<file path="src/rtl/msk_share_encoder.sv">
// Purpose: split an unmasked word into a d-share Boolean sharing using fresh PRNG randomness.
// Latency: 1 cycle from accept to out_valid when the buffer is empty; 2-entry output FIFO.
// Backpressure: input and randomness are accepted together only while the buffer is not full.
module msk_share_encoder #(
  parameter int d     = 2,
  parameter int count = 8
) (
  input  logic                     clk,
  input  logic                     rst,
  input  logic                     flush,
  input  logic [count-1:0]         in_data,
  input  logic                     in_valid,
  output logic                     in_ready,
  input  logic [count*(d-1)-1:0]   rnd_data,
  input  logic                     rnd_valid,
  output logic                     rnd_ready,
  output logic [count*d-1:0]       out_data,
  output logic                     out_valid,
  input  logic                     out_ready
);

  localparam int W = count * d;

  generate
    if (d < 2) begin : g_bad_d
      $error("msk_share_encoder: d must be at least 2");
    end
  endgenerate

  logic [W-1:0] mem [2];
  logic         wptr;
  logic         rptr;
  logic [1:0]   cnt;
  logic         full;
  logic         push;
  logic         pop;
  logic [W-1:0] enc;

  assign full      = (cnt == 2'd2);
  assign out_valid = (cnt != 2'd0);
  // Empty entries are always zero, so the head slot reads 0 whenever the buffer is empty.
  assign out_data  = mem[rptr];

  // Word and randomness form a join: each side is ready only when the other is offered.
  assign in_ready  = !full && rnd_valid && !flush && !rst;
  assign rnd_ready = !full && in_valid  && !flush && !rst;
  assign push      = in_valid && rnd_valid && !full && !flush;
  assign pop       = out_valid && out_ready;

  // Encode each bit: shares 1..d-1 are the masks, share 0 absorbs the data and all masks.
  always_comb begin
    enc = '0;
    for (int i = 0; i < count; i++) begin
      enc[i*d] = in_data[i];
      for (int k = 0; k < d-1; k++) begin
        enc[i*d+k+1] = rnd_data[i*(d-1)+k];
        enc[i*d]     = enc[i*d] ^ rnd_data[i*(d-1)+k];
      end
    end
  end

  // FIFO state: storage, pointers and occupancy; popped slots are zeroized.
  always_ff @(posedge clk or posedge rst) begin
    if (rst) begin
      cnt    <= 2'd0;
      wptr   <= 1'b0;
      rptr   <= 1'b0;
      mem[0] <= '0;
      mem[1] <= '0;
    end else if (flush) begin
      cnt    <= 2'd0;
      wptr   <= 1'b0;
      rptr   <= 1'b0;
      mem[0] <= '0;
      mem[1] <= '0;
    end else begin
      if (pop) begin
        mem[rptr] <= '0;
        rptr      <= ~rptr;
      end
      // Placed after the zeroize so a same-edge refill of the popped slot wins.
      if (push) begin
        mem[wptr] <= enc;
        wptr      <= ~wptr;
      end
      case ({push, pop})
        2'b10:   cnt <= cnt + 2'd1;
        2'b01:   cnt <= cnt - 2'd1;
        default: cnt <= cnt;
      endcase
    end
  end

endmodule
</file>
<file path="config.mk">
export PLATFORM = sky130hd
export DESIGN_NAME = msk_share_encoder
export DESIGN_NICKNAME = d
export VERILOG_FILES = /design/src/rtl/msk_share_encoder.sv
export SDC_FILE = /design/constraint.sdc
export NUM_CORES = 1
export LEC_CHECK = 0
export ABC_AREA = 0
export BUFFER_PORTS_ARGS = -buffer_cell sky130_fd_sc_hd__buf_2
export CELL_PAD_IN_SITES_DETAIL_PLACEMENT = 2
export CELL_PAD_IN_SITES_GLOBAL_PLACEMENT = 2
export CORE_ASPECT_RATIO = 0.75
export CORE_MARGIN = 2
export CORE_UTILIZATION = 32
export DETAILED_ROUTE_END_ITERATION = 6
export PLACE_DENSITY = 0.87
export SYNTH_ARGS = -nofsm -noshare
export SYNTH_HDL_FRONTEND = slang
export SYNTH_SLANG_ARGS = --single-unit
</file>
<file path="constraint.sdc">
create_clock -name clk -period 1.79 [get_ports clk]
set_input_delay 0.2685 -clock clk [delete_from_list [all_inputs] [get_ports clk]]
set_output_delay 0.2685 -clock clk [all_outputs]
set_load 0.005 [all_outputs]
</file>
Word level (Yosys, flattened, before mapping)
Index checks and enable logic that the tools add are counted. Widths: inputs -> output; s select.

Reduce and logical (&&, ||, !) cells: 19. Multiplexer cells: 18. Eq/ne operators: 3. Bitwise gates (word level): 14. $lt $le $gt $ge: 4. $add $sub $neg: 2.

Operators with widths (count): $mux 32 (4); $mux 16 (5); $and 32x32->32 (1); $bwmux 32 (1); $demux 16 s1 (2); $not 32->32 (1); $logic_and 1x1->1 (12); $xor 1x1->1 (8); $reduce_bool 2->1 (3); $eq 2x2->1 const B (2); $ge 2x2->1 const B (2); $lt 2x1->1 const B (2); $mux 1 (4); $not 1->2 (2); $pmux 2 s2 (1); $logic_not 1->1 (3); $reduce_bool 3->1 (1); $add 2x1->2 const B (1); $eq 2x1->1 const B (1); $mux 2 (1); $not 1->1 (2); $sub 2x1->2 const B (1).

Word-level logic and storage cells: 65. Input port bits: 22. Output and inout port bits: 19. Bits in registers: 36.

Logic depth before layout (Yosys ltp)
Gate-level depths: netlist of run 1.

Depth in word-level cells: 12. Depth in mapped cells: 5. Mapped depth without buffers: 3.

Worst setup path after synthesis of run 1
OpenSTA, ideal clock, no wires.

Path type: reg2reg. From: reg cnt[1]. To: reg mem[2] (netlist name). Required time: 1.665 ns. Period minus slack after synthesis: 1.689 ns. Stages on the path, launching flop included: 5. Path slack: 0.101 ns. Setup time: 0.125 ns. Buffers on the path: 1. Data arrival time: 1.564 ns. Cells stage by stage: dfrtp_1 -> nor2b_2 -> nor4b_4 -> buf_6 -> mux2_2.

Longest elaborated chain between the ends: 7. Elaborated cells between the ends (all ways): 11. Those cells by class: eq/ne: 1; mux: 5; reduce/logical: 5.

Ends and longest elaborated chain: start: declaration (RTL line 33) `logic [1:0] cnt;`; start signal: assignment (RTL line 87) `2'b10: cnt <= cnt + 2'd1;`; start signal: assignment (RTL line 88) `2'b01: cnt <= cnt - 2'd1;`; start signal: assignment (RTL line 89) `default: cnt <= cnt;`; $reduce_bool 2->1 (RTL line 40) `assign out_valid = (cnt != 2'd0);`; $logic_and 1x1->1 (RTL line 48) `assign pop = out_valid && out_ready;`; $mux 32 (RTL line 77) `if (pop) begin`; $mux 32 (RTL line 70) `end else if (flush) begin`; $bwmux 32 (RTL line 83) `mem[wptr] <= enc;`; $mux 32 (*) (RTL line 82) `if (push) begin`; $mux 32 (*) (RTL line 70); end signal: indexed assignment (RTL line 83); end: declaration (RTL line 30) `logic [W-1:0] mem [2];`.

Every way passes the cells marked *; elsewhere a longest branch is shown, timed or not. The select of a mux whose other input is x is not followed. A chain may end at the register's enable or synchronous reset.

Worst setup path in the final report of run 1
From: reg rptr. To: out out_data[13].

Longest elaborated chain between the ends: 4.

Ends and longest elaborated chain: start: declaration (RTL line 32) `logic rptr;`; start signal: assignment (RTL line 79) `rptr <= ~rptr;`; $not 1->2 (implied by the code) (RTL line 42) `assign out_data = mem[rptr];`; $mux 16 (implied by the code) (3 in series) (RTL line 42); end: declaration (RTL line 17) `output logic [count*d-1:0] out_data,`.

Every way passes these cells. The select of a mux whose other input is x is not followed.

==> results of run 1 <==
==> cells by family (layout without fill, tap and decap cells) <==
logic type | count (synthesis) | after routing | synth area share
flops | 36 | 36 | 0.433
xor+xnor | 9 | 9 | 0.0379
compound gates | 27 | 27 | 0.101
mux | 31 | 31 | 0.167
buf+inv | 18 | 64 | 0.0427
simple gates | 65 | 65 | 0.219
==> cell type report <==
type,count,area [um^2],area share
multi-input combinational,132,1090,0.438
clock inverter,1,5.00,0.00201
inverter,2,7.51,0.00301
sequential,36,902,0.362
clock buffer,6,72.6,0.0291
timing repair buffer,55,313,0.125
tap,81,101,0.0406
==> timing repair <==
action                                  in CTS  in global routing
endpoints found under the setup margin       5                  0
hold endpoints to repair                     0                  0
gates resized for setup                      1                  0
==> sequential cells by signal, indices dropped and copies added, names as in the netlist <==
register / cells
mem: 32
cnt: 2
rptr: 1
wptr: 1
==> cell usage after synthesis <==
| library cell | number |
|---|---|
| nand3b_1 | 5 |
| nand3_1 | 1 |
| nor3b_1 | 15 |
| mux2_2 | 30 |
| nor2b_2 | 1 |
| o21ai_0 | 3 |
| dfrtp_1 | 36 |
| a21oi_1 | 3 |
| nor4b_4 | 1 |
| a31o_2 | 16 |
| clkbuf_2 | 1 |
| nor2b_1 | 8 |
| o2bb2ai_1 | 1 |
| mux2i_1 | 1 |
| nand2_1 | 1 |
| nor2_1 | 7 |
| nor4b_1 | 9 |
| nor4_1 | 7 |
| nor4bb_1 | 1 |
| or2_2 | 2 |
| or3_1 | 2 |
| clkbuf_1 | 9 |
| xnor2_1 | 8 |
| buf_6 | 2 |
| xor2_1 | 1 |
| inv_1 | 2 |
| o211a_1 | 1 |
| o211ai_1 | 1 |
| nor3_1 | 1 |
| and2_1 | 4 |
| o21a_1 | 1 |
| buf_2 | 4 |
| a31oi_1 | 1 |
==> per-layer routing <==
metal	GRT usage	vias up	routed length, um
met5	0	-	0
met2	0.331	32	3070
li1	-	774	-
met4	0.0423	0	58
met1	0.236	879	2860
met3	0.0352	8	192
==> critical path, cell delays in order (launching register included) <==
cell and delay, ns:
dfrtp_2 0.44, buf_4 0.22, mux2_2 0.37, buf_2 0.13
==> power breakdown <==
| group | switching (mW) | internal, mW |
|---|---|---|
| clock | 0.286 | 0.265 |
| sequential | 0.0206 | 0.842 |
| combinational | 0.162 | 0.137 |
| total | 0.469 | 1.24 |
==> through the flow <==
step | utilization | area (um^2)
floorplan | - | 2080
global placement | 0.384 | 2410
detailed placement | 0.384 | 2410
CTS | 0.397 | 2490
global route | 0.397 | 2490
finish | 0.397 | 2490
==> worst max path at each step <==
| stage | startpoint | to | slack (ns) |
|---|---|---|---|
| 6_report | rptr | out_data[13] | 0.08 |
| 5_1_grt | rptr | out_data[13] | 0.005 |
| 4_1_cts | rptr | out_data[13] | 0.06 |
| 3_5_place_dp | in_valid | mem[2] | 0.14 |
| 3_3_place_gp | cnt[1] | mem[8] | 0.23 |
| 2_1_floorplan | cnt[1] | mem[2] | 0.10 |
==> flow_summary.toml, run 1 <==
[routing]
drc = 0
dr.pass1.iters = 4
post_drt_wl_per_cell_um = 19.8
drt-initial-drc-count = 66
final_antenna_net_count = 0
vias = 1693
wl_um = 6190
drt-vias-per-instance = 5.41

[synth]
avgSynthCellArea_um2 = 11.2
yosys.area.top_type = "dfrtp_1"
yosys_warnings = 0
netlist_area_um2 = 2080
yosysSeqAreaShare = 0.433
ys_ff_latch = 36
synth_area_leaders = "dfrtp_1 (43%), mux2_2 (16%), a31o_2 (6.7%)"
synth_nets = 208
synthDominantCellAreaShare = 0.433
ys_types = 33
syn_inst = 186

[timing]
fin_crit_sh = 0.956
relSlewSlack = 0.656
setup_tns_ns = 0
whs_ns = 0.102
max_freq_mhz = 584
maxSlewViolCount = 0
finalClockSkew_ns = 0.00627
worstMarginPinSlew_ns = 0.516
hold_violations = 0
rsz0062_at_grt = "false"
finalSetupViolations = 0
period_minus_slack_ns = 1.71
timing.final.ws_setup_ns = 0.0785

[worst_setup_path]
r2r_start = "cnt[1]"
cp-end-kind = "output pin"
reg2reg_depth = 4
arrival_ns = 1.44
crit_fanout = 9
r2r_setup_slack_ns = 0.15
required_ns = 1.52
cp-start-kind = "flip-flop"
worst-setup-path-type = "flip-flop to output pin"
rr_endpoint = "mem[6]"

[pwr]
finalPower_mw = 1.71
p_per_area_nw_per_um2 = 687
power_leakage_nw = 1.17
irDropWorstVdd_mv = 0.332

[placement]
place.gp.congestion = 0.750
dp_cells = 306
dp_slack_ns = 0.143
io_buffers = 40
hpwl_um = 4440

[finish]
synthToLayoutAreaGrowth_pct = 19.8
layout-drive-gt1-share = 0.483
layout.cells.non_filler = 313
most-common-layout-cells = "buf_2 (40), dfrtp_1 (35), mux2_2 (30), a31o_2 (16)"
final_common_cell = "buf_2"
num_antenna_cells = 0
fill_cells = 679
fin_nets = 254

[run_status]
status = "completed"

[global_routing]
grt_usage = 0.185
grt_pass1_wl_um = 10400
grt_max_degree = 37
grt_pass1_vias = 1986
overflow = 0
antenna_found_initial = 0

[clocking]
clk-insertion-delay-late_ns = 0.29
cts_sinks = 36
clock_path_buffers = 2
cts_buffers = 5
cts_hold_buf = 0
clkSlewWorstSetupHoldPaths_ns = 0.07
htreeDepth = 2
cts_tree = "yes"
cts-root-buf = "clkbuf_8"
post_cts_buffers = 0

[floorplanning]
dieHeight_um = 73.9
start_util = 0.331
row_count = 25
ios = 41
die_width_um = 97.1
core_um2 = 6290
die-area_um2 = 7170

[flow_run]
drv_cap = 0

[min_path]
min_path_type = "input pin to async pin"
Note: power is estimated with default switching activity, not from simulation.
==> run 2: changes to the inputs <==
--- a/config.mk
+++ b/config.mk
@@ -11,9 +11,10 @@
 export CELL_PAD_IN_SITES_GLOBAL_PLACEMENT = 2
 export CORE_ASPECT_RATIO = 0.75
 export CORE_MARGIN = 2
-export CORE_UTILIZATION = 32
+export CORE_UTILIZATION = 38
 export DETAILED_ROUTE_END_ITERATION = 6
-export PLACE_DENSITY = 0.87
+export MAX_ROUTING_LAYER = met4
+export PLACE_DENSITY = 0.95
 export SYNTH_ARGS = -nofsm -noshare
 export SYNTH_HDL_FRONTEND = slang
 export SYNTH_SLANG_ARGS = --single-unit
==> constraint.sdc (replaced) <==
create_clock -name clk -period 2.03 [get_ports clk]
set_input_delay 0.3045 -clock clk [delete_from_list [all_inputs] [get_ports clk]]
set_output_delay 0.3045 -clock clk [all_outputs]
set_load 0.005 [all_outputs]
==> run 2 against run 1 <==
  * Non-clock buffer count down 5
  * First-iteration DRC count unchanged
  * Via count down 0.83%
  * Critical path type unchanged
  * Critical endpoint is now out_data[14]
  * Largest power group unchanged
==> flow_summary.toml, run 2 (synthesized netlist as in run 1, its figures left out) <==
[finish]
layout-drive-gt1-share = 0.465
num_antenna_cells = 0
final_common_cell = "buf_2"
largest_reg_flops = 32
fin_nets = 249
synthToLayoutAreaGrowth_pct = 18.4
max_flop_register = "mem"
most-common-layout-cells = "buf_2 (40), dfrtp_1 (36), mux2_2 (30), a31o_2 (16), nor3b_1 (15)"
reg.largest.list = "mem: 32 flops, cnt: 2 flops"

[global_routing]
grt_usage = 0.238
grt_pass1_wl_um = 10400
overflow = 0
antenna_found_initial = 0
grt_max_degree = 37
grt_pass1_vias = 1848

[routing]
wl_um = 6460
wl_met3_um = 205
vias = 1679
wl_met2_um = 3250
m1WireLength_um = 2930
top_layer_used = "met4"
drt-initial-drc-count = 66
drt-vias-per-instance = 5.54
drc = 0
final_antenna_net_count = 0
post_drt_wl_per_cell_um = 21.3
dr.pass1.iters = 4

[clocking]
clk-insertion-delay-late_ns = 0.30
cts_buffers = 5
cts_sinks = 36
cts_hold_buf = 0
cts_tree = "yes"
clkSlewWorstSetupHoldPaths_ns = 0.08
htreeDepth = 2
cts-root-buf = "clkbuf_8"
clock_path_buffers = 2

[floorplanning]
ios = 41
die-area_um2 = 6090
die_width_um = 89.5
dieHeight_um = 68.1
start_util = 0.391
row_count = 23
core_um2 = 5320

[timing]
max_freq_mhz = 540
period_minus_slack_ns = 1.85
finalSetupViolations = 0
relSlewSlack = 0.597
hold_violations = 0
worstMarginPinSlew_ns = 0.605
rsz0062_at_grt = "false"
finalClockSkew_ns = 0.0112
fin_crit_sh = 0.912
setup_tns_ns = 0
maxSlewViolCount = 0

[worst_setup_path]
worst-setup-path-type = "flip-flop to output pin"
required_ns = 1.73
arrival_ns = 1.55
crit_fanout = 8
cp-end-kind = "output pin"
r2r_setup_slack_ns = 0.24
critical_path.slowest_cell = "dfrtp_1"
cp-start-kind = "flip-flop"
worstPathCellList = "buf_4, mux2_2, buf_2"
slowest_delay_ns = 0.50

[pwr]
irDropWorstVdd_mv = 0.339
p_per_area_nw_per_um2 = 638
power_leakage_nw = 1.15
finalPower_mw = 1.57

[placement]
io_buffers = 40
place.gp.congestion = 0.777
hpwl_um = 4490

[run_status]
status = "completed"

[min_path]
min_path_type = "input pin to async pin"

[flow_run]
drv_cap = 0
==> run 2: cell types whose count changed in the layout (fill, tap and decap cells not counted), sizes merged <==
| cell | change |
|---|---|
| clkbuf | +2 |
| clkinv | -1 |
| buf | -5 |
==> run 2: worst max-delay path, delay by kind of cell, from the launching register on <==
family                 cells  cell delay [ns]
buffers and inverters      2             0.38
multiplexers               1             0.37
flip-flops                 1             0.50
==> run 2: repair_timing <==
item,CTS,global route
endpoints found under the setup margin,0,2
buffers inserted,0,0
gates resized for setup,0,1
==> run 2: cell type report <==
type | instances | area, um^2
Clock buffer | 8 | 90.1
Inverter | 2 | 7.51
Tap cell | 75 | 93.8
Sequential cell | 36 | 901
Timing Repair Buffer | 50 | 275
Multi-Input combinational cell | 132 | 1100
Fill cell | 558 | 2860
==> run 2: final timing paths <==
path,start,to,cells past startpoint
max,rptr,out_data[14],3
max in group asynchronous,rst,mem[26],3
min in group clk,in_data[7],mem[14],3
min reg2reg,mem[16],mem[16],1
max reg2reg,cnt[1],mem[21],3
min,rst,mem[11],3
==> run 2: routing by layer <==
metal	up-vias	track usage
met4	0	0.0522
met3	8	0.0410
met5	-	-
li1	763	-
met1	867	0.312
met2	41	0.392
==> run 2: metrics by stage <==
| step | hold WS (ns) | instance area, um^2 | setup WS [ns] | util | cells |
|---|---|---|---|---|---|
| floorplan | 0.470 | 2080 | 0.341 | - | 186 |
| global placement | 0.457 | 2370 | 0.278 | 0.445 | 295 |
| detailed placement | 0.469 | 2370 | 0.224 | 0.445 | 295 |
| CTS | 0.149 | 2460 | 0.0480 | 0.462 | 303 |
| global route | 0.165 | 2460 | 0.0990 | 0.463 | 303 |
| finish | 0.122 | 2460 | 0.178 | 0.463 | 303 |
==> run 2: where the power goes <==
group,leakage [nW],switching [mW],internal (mW)
sequential,0.495,0.0229,0.742
combinational,0.612,0.140,0.114
clock,0.0455,0.276,0.278
total,1.15,0.438,1.13
